$ cat src/rtl/led_toggle_bank_pkg.sv
// Shared mode encodings and sizing helpers for the LED toggle bank.
package led_pkg;

    localparam logic [1:0] MODE_FOLLOW = 2'b00;
    localparam logic [1:0] MODE_TOGGLE = 2'b01;
    localparam logic [1:0] MODE_BLINK  = 2'b10;
    localparam logic [1:0] MODE_OFF    = 2'b11;

    // Width able to hold the value n itself, never narrower than one bit.
    function automatic int cnt_width(input int n);
        return (n < 1) ? 1 : $clog2(n + 1);
    endfunction

endpackage

$ cat src/rtl/led_toggle_bank_switch_debouncer.sv
// One switch channel: two-flop synchroniser, persistence debouncer and press-edge detector.
module switch_debouncer
    import led_pkg::*;
#(
    parameter int DEBOUNCE_CYCLES = 16
) (
    input  logic clk,
    input  logic rst_n,
    input  logic raw,
    output logic stable,
    output logic press
);

    localparam int              CW   = cnt_width(DEBOUNCE_CYCLES);
    localparam logic [CW-1:0]   LAST = CW'(DEBOUNCE_CYCLES - 1);

    logic          r_s1;
    logic          r_s2;
    logic          r_stable;
    logic          r_stableD;
    logic [CW-1:0] r_cnt;

    // Counter only runs while the synchronised level disagrees with the accepted one.
    always_ff @(posedge clk) begin
        if (!rst_n) begin
            r_s1      <= 1'b0;
            r_s2      <= 1'b0;
            r_stable  <= 1'b0;
            r_stableD <= 1'b0;
            r_cnt     <= '0;
        end else begin
            r_s1      <= raw;
            r_s2      <= r_s1;
            r_stableD <= r_stable;
            if (r_s2 == r_stable) begin
                r_cnt <= '0;
            end else if (r_cnt == LAST) begin
                r_stable <= r_s2;
                r_cnt    <= '0;
            end else begin
                r_cnt <= r_cnt + CW'(1);
            end
        end
    end

    assign stable = r_stable;
    assign press  = r_stable & ~r_stableD;

endmodule

$ cat src/rtl/led_toggle_bank.sv
// Multi-channel switch-to-LED bank with follow, toggle, blink-toggle and off modes.
module led_toggle_bank
    import led_pkg::*;
#(
    parameter int N_CH            = 4,
    parameter int DEBOUNCE_CYCLES = 16,
    parameter int BLINK_HALF      = 8
) (
    input  logic            clk,
    input  logic            rst_n,
    input  logic [N_CH-1:0] switch,
    input  logic [1:0]      mode,
    output logic [N_CH-1:0] led,
    output logic [N_CH-1:0] press
);

    localparam int            BW    = cnt_width(BLINK_HALF);
    localparam logic [BW-1:0] BLAST = BW'(BLINK_HALF - 1);

    logic [N_CH-1:0] w_stable;
    logic [N_CH-1:0] w_press;
    logic [N_CH-1:0] w_ledNext;
    logic [N_CH-1:0] r_tog;
    logic [N_CH-1:0] r_led;
    logic [BW-1:0]   r_bcnt;
    logic            r_phase;

    for (genvar g = 0; g < N_CH; g++) begin : gen_ch
        switch_debouncer #(
            .DEBOUNCE_CYCLES (DEBOUNCE_CYCLES)
        ) u_deb (
            .clk    (clk),
            .rst_n  (rst_n),
            .raw    (switch[g]),
            .stable (w_stable[g]),
            .press  (w_press[g])
        );
    end

    // Toggle state tracks presses in every mode so switching modes never loses it.
    always_ff @(posedge clk) begin
        if (!rst_n) begin
            r_tog <= '0;
        end else begin
            r_tog <= r_tog ^ w_press;
        end
    end

    always_ff @(posedge clk) begin
        if (!rst_n) begin
            r_bcnt  <= '0;
            r_phase <= 1'b0;
        end else if (r_bcnt == BLAST) begin
            r_bcnt  <= '0;
            r_phase <= ~r_phase;
        end else begin
            r_bcnt <= r_bcnt + BW'(1);
        end
    end

    always_comb begin
        w_ledNext = '0;
        case (mode)
            MODE_FOLLOW: w_ledNext = w_stable;
            MODE_TOGGLE: w_ledNext = r_tog;
            MODE_BLINK:  w_ledNext = r_tog & {N_CH{r_phase}};
            default:     w_ledNext = '0;
        endcase
    end

    always_ff @(posedge clk) begin
        if (!rst_n) begin
            r_led <= '0;
        end else begin
            r_led <= w_ledNext;
        end
    end

    assign led   = r_led;
    assign press = w_press;

endmodule
$ cat config.mk
export PLATFORM = sky130hd
export DESIGN_NAME = led_toggle_bank
export DESIGN_NICKNAME = d
export VERILOG_FILES = /design/src/rtl/led_toggle_bank_pkg.sv /design/src/rtl/led_toggle_bank_switch_debouncer.sv /design/src/rtl/led_toggle_bank.sv
export SDC_FILE = /design/constraint.sdc
export NUM_CORES = 1
export LEC_CHECK = 0
export BUFFER_PORTS_ARGS = -buffer_cell sky130_fd_sc_hd__buf_2
export CORE_AREA = 2 2 58 65
export CTS_BUF_LIST = sky130_fd_sc_hd__clkbuf_16
export DETAILED_ROUTE_END_ITERATION = 12
export DIE_AREA = 0 0 60 67
export PLACE_DENSITY_LB_ADDON = 0.2
export SLEW_MARGIN = 40
export SYNTH_ARGS = -nofsm -noshare
export SYNTH_HDL_FRONTEND = slang
export SYNTH_SLANG_ARGS = --single-unit
$ cat constraint.sdc
create_clock -name clk -period 1.57 [get_ports clk]
set_input_delay 0.157 -clock clk [delete_from_list [all_inputs] [get_ports clk]]
set_output_delay 0.157 -clock clk [all_outputs]
set_load 0.01 [all_outputs]
-- Word level (Yosys, flattened, before mapping)
Cells that the tools add are included.
- logic and storage cells: 67
- bits of input ports: 8
- bits in registers: 49
- equality and inequality tests: 11
- bitwise gates (word level): 16
- add/sub/neg operators: 5
- reduce and logical (&&, ||, !) cells: 10
- mux-type cells: 1
- operators with widths (operator ; count):
    adder 5 x 1 -> 5 bit, second input constant ; 4
    == test 5 x 4 -> 1 bit, second input constant ; 4
    one-hot mux 4 bit (3 select lines) ; 1
    OR reduction 3 bit ; 4
    inverter 1 bit ; 10
    AND reduction 2 bit ; 4
    adder 4 x 1 -> 4 bit, second input constant ; 1
    AND 1 bit ; 4
    AND 4 bit ; 1
    == test 1 bit ; 4
    == test 4 x 3 -> 1 bit, second input constant ; 1
    XOR 4 bit ; 1
    == test 2 x 1 -> 1 bit, second input constant ; 1
    == test 2 bit, second input constant ; 1
    logical NOT 2 bit ; 1
    OR reduction 2 bit ; 1

-- Depth between registers and ports, before layout
- depth after elaboration: 3
- gate-level depth with buffers: 5

-- Modules after synthesis
From an unflattened synthesis, not the netlist that was laid out.
- cells, all modules: 171
- area, all modules: 1816.7 um^2
- by module, submodules not included (module ; times used ; sequential area each (um^2) ; cells each ; area each (um^2)):
    switch_debouncer ; 4 ; 180.2 ; 30 ; 322.8
    led_toggle_bank ; 1 ; 260.2 ; 51 ; 525.5

-- Least setup slack after synthesis
Ideal clock, no wire load.
- path kind: flip-flop to flip-flop
- from: register gen_ch[0].u_deb.r_cnt[0]
- to: register gen_ch[0].u_deb.r_cnt[2]
- period minus slack after synthesis: 1.261 ns
- slack: 0.309 ns
- library setup time: 0.065 ns
- data arrival time: 1.196 ns
- cell stages (with the launch flop): 6
- buffers on the path: 0
- path through: dfxtp_1 > ha_1 > and3_1 > ha_1 > nand3b_1 > nor2_1
- word-level cells in the longest chain between the ends: 2
- ends and longest elaborated chain (what ; line ; RTL):
    start: declaration ; led_toggle_bank_switch_debouncer.sv:21 ; logic [CW-1:0] r_cnt;
    start signal: assignment ; led_toggle_bank_switch_debouncer.sv:41 ; r_cnt <= r_cnt + CW'(1);
    branches (longest 2 deep; another with adder 5 x 1 -> 5 bit) ; - ;
Several ways; the timed one is not identified.
A chain may end at the register's enable or synchronous reset.

-- Final worst setup path
- from: register gen_ch[0].u_deb.r_cnt[0]
- to: register gen_ch[0].u_deb.r_cnt[0]
Same word-level chain as after synthesis.

==> out/results.ini <==
[outcome]
outcome = complete, no violations

[power_and_ir_drop]
p_comb_share_pct = 2.4
p_leak_nw = 0.923
switchingPower_uw = 454
swShare_pct = 18.3
finalPower_mw = 2.48
seq_power_share_pct = 51.3
power_density_nw_per_um2 = 1180
clock_power_share_pct = 46.3
ir_drop_uv = 774
p_int_mw = 2.03

[placed_design]
post_dp_cell_area_um2 = 1940
portBuffers = 15
gp_congestion = 0.666
dp_hpwl_mm = 1.97

[global_route]
track_usage_pct = 17.1
overflow = 0
antenna_found_initial = 0
grt_start_max_net_pins = 35
grt_pass1_wl_mm = 5.00
grt_pass1_vias = 1239

[floorplanning]
coreArea_um2 = 3330
row_count = 22
start_util_pct = 55.9
fp.dieH_um = 67
die_area_um2 = 4020
pin_count = 16
die_x_um = 60

[timing]
finalCritPeriodShare_pct = 90.7
grt_setup_unrepaired = no
fin_worst_skew_ns = 0.00508
period_minus_slack_ns = 1.42
setup_viol = 0
max_freq_ghz = 0.702
fin_tns_setup_ns = 0
tightest_slew_ns = 0.483
final_hold_viol_count = 0
relSlewSlack_pct = 67.8
drv_slew = 0

[clock_network]
root_buffer = clkbuf_16
clk_latency_ns = 0.28
cts_tree = yes
cts_hold_buf = 0
clk_path_buf_depth = 2
cts_setup_buffers = 0
clock-sinks = 49
clk_pin_slew_ns = 0.06
ctsHtreeMaxLevel = 2
cts_resized = 0
cts_buffers = 5

[worst_setup_path]
path_class = register to register
crit_path_max_fanout = 5
startpoint_type = register
slowest_stage = dfxtp_1
rrSetupSlack_ns = 0.15
path_cells = ha_1, and3_1, ha_1, nand3b_1, nor2_1
cp.arrival_ns = 1.63
critPathRequiredTime_ns = 1.78
setup.worst_path.end_class = register
cpMostUsedCell = ha_1
critical-path-max-stage-delay_ns = 0.33

[detailed_routing]
wl_per_cell_um = 11.0
drt-initial-drc-count = 29
wirelength_mm = 2.75
viasPerCell = 4.89
firstDrtPassIters = 6
routed-via-count = 1217
ant_nets = 0
drc = 0

[synthesis]
synth_top_area_cell = dfxtp_1
synth-warning-count = 0
yosysMostFrequentCell = dfxtp_1
synth_flop_cell = dfxtp_1
synth.avg_cell_area_um2 = 9.96
synth.distinct_cells = 24
synth_nets = 204
ys_seq_area_share_pct = 52.7
syn_area_um2 = 1860
yosys-top-cells-area = dfxtp_1 (53%), xor2_1 (6.1%), and2_1 (6.0%), ha_1 (6.0%), nor2_1 (5.2%)
async_reset_ff_share_pct = 0
ys_seq_elements = 49
synth_edf_count = 0
synthTopCellsByCount = dfxtp_1 (49), nor2_1 (26), and2_1 (18)
syn_inst = 187
synth_top_area_share_pct = 52.7

[final_layout]
areaGrowthSynthToFinish_pct = 13.1
multi_input_comb_area_um2 = 798
num_antenna_cells = 0
nFillCells = 295
regArea_um2 = 981
finalInstanceArea_um2 = 2110
layout.nets = 217
drive_gt1_share_pct = 10.4
post-route-util_pct = 63.3

[min_path]
hold_path.class = input pin to register

[run]
max_cap_viol_count = 0

layer usage:
metal | part of all wire [%] | GRT usage (%) | routed length, µm | vias to the layer above
li1 | - | - | - | 625
met1 | 41 | 16.8 | 1140 | 566
met2 | 52 | 30.4 | 1420 | 20
met3 | 4.3 | 6.02 | 119 | 6
met4 | 2.6 | 9.17 | 72 | 0
met5 | 0 | 0 | 0 | -
flip-flops by register name, summed over array words and instances, names as in the netlist:
register,cells
gen_ch.u_deb.r_cnt,20
gen_ch.u_deb.r_s2,4
gen_ch.u_deb.stable,4
led,4
r_phase,1
r_tog,4
r_bcnt,4
gen_ch.u_deb.r_s1,4
gen_ch.u_deb.r_stableD,4
per-stage QoR:
| step | hold slack, ns | std cells | setup WS [ns] |
|---|---|---|---|
| finish | 0.0803 | 249 | 0.146 |
| detailed placement | 0.371 | 241 | 0.165 |
| floorplan | 0.284 | 187 | 0.309 |
| global route | 0.0823 | 249 | 0.0472 |
| global placement | 0.362 | 241 | 0.227 |
| CTS | 0.0763 | 249 | 0.112 |
critical path, delay by kind of cell, from the launching register on:
kind	cells	cell delay (ns)
simple gates	3	0.60
fa+ha+maj	2	0.43
flops	1	0.33
cell type report:
type	instances	share of cell area [%]
Multi-Input combinational cell	121	37.9
Sequential cell	49	46.6
Tap cell	48	2.85
Inverter	8	1.43
Timing Repair Buffer	15	3.56
Clock buffer	5	5.94
Clock inverter	3	1.78
power by group through the flow:
stage	clock network [mW]	registers, mW	logic, mW
after floorplan	0	1.30	0.0441
after global placement	0	1.30	0.0561
after detailed placement	0	1.30	0.0593
after CTS	1.18	1.27	0.0598
after global routing	1.23	1.28	0.0677
final	1.15	1.27	0.0586
path summary, 6_finish.rpt:
kind                                               start                       end  cells past startpoint
worst max-delay path            gen_ch[0].u_deb.r_cnt[0]  gen_ch[0].u_deb.r_cnt[0]                      5
worst min-delay path                           switch[3]      gen_ch[3].u_deb.r_s1                      2
worst max register to register  gen_ch[0].u_deb.r_cnt[0]  gen_ch[0].u_deb.r_cnt[0]                      5
worst min register to register      gen_ch[3].u_deb.r_s1      gen_ch[3].u_deb.r_s2                      1
cells in the final DEF, fill, tap and decap left out, drive strengths merged, types with 6 or more instances in the layout:
| cell | n |
|---|---|
| ha | 9 |
| xor2 | 13 |
| dfxtp | 49 |
| nand2 | 6 |
| buf | 15 |
| and2 | 18 |
| nand3 | 9 |
| inv | 9 |
| nor2 | 26 |
logic make-up (layout without fill, tap and decap cells):
logic type	Yosys count	in the layout	synth area share (%)
AND/OR/NAND/NOR	81	81	23.0
flip-flops	49	49	52.7
XOR/XNOR	18	18	8.46
buffers and inverters	17	31	4.50
adder cells (fa/ha/maj)	9	9	6.04
AO/OA/AOI/OAI	9	9	3.16
multiplexers	4	4	2.15
Note: power is estimated with default switching activity, not from simulation.
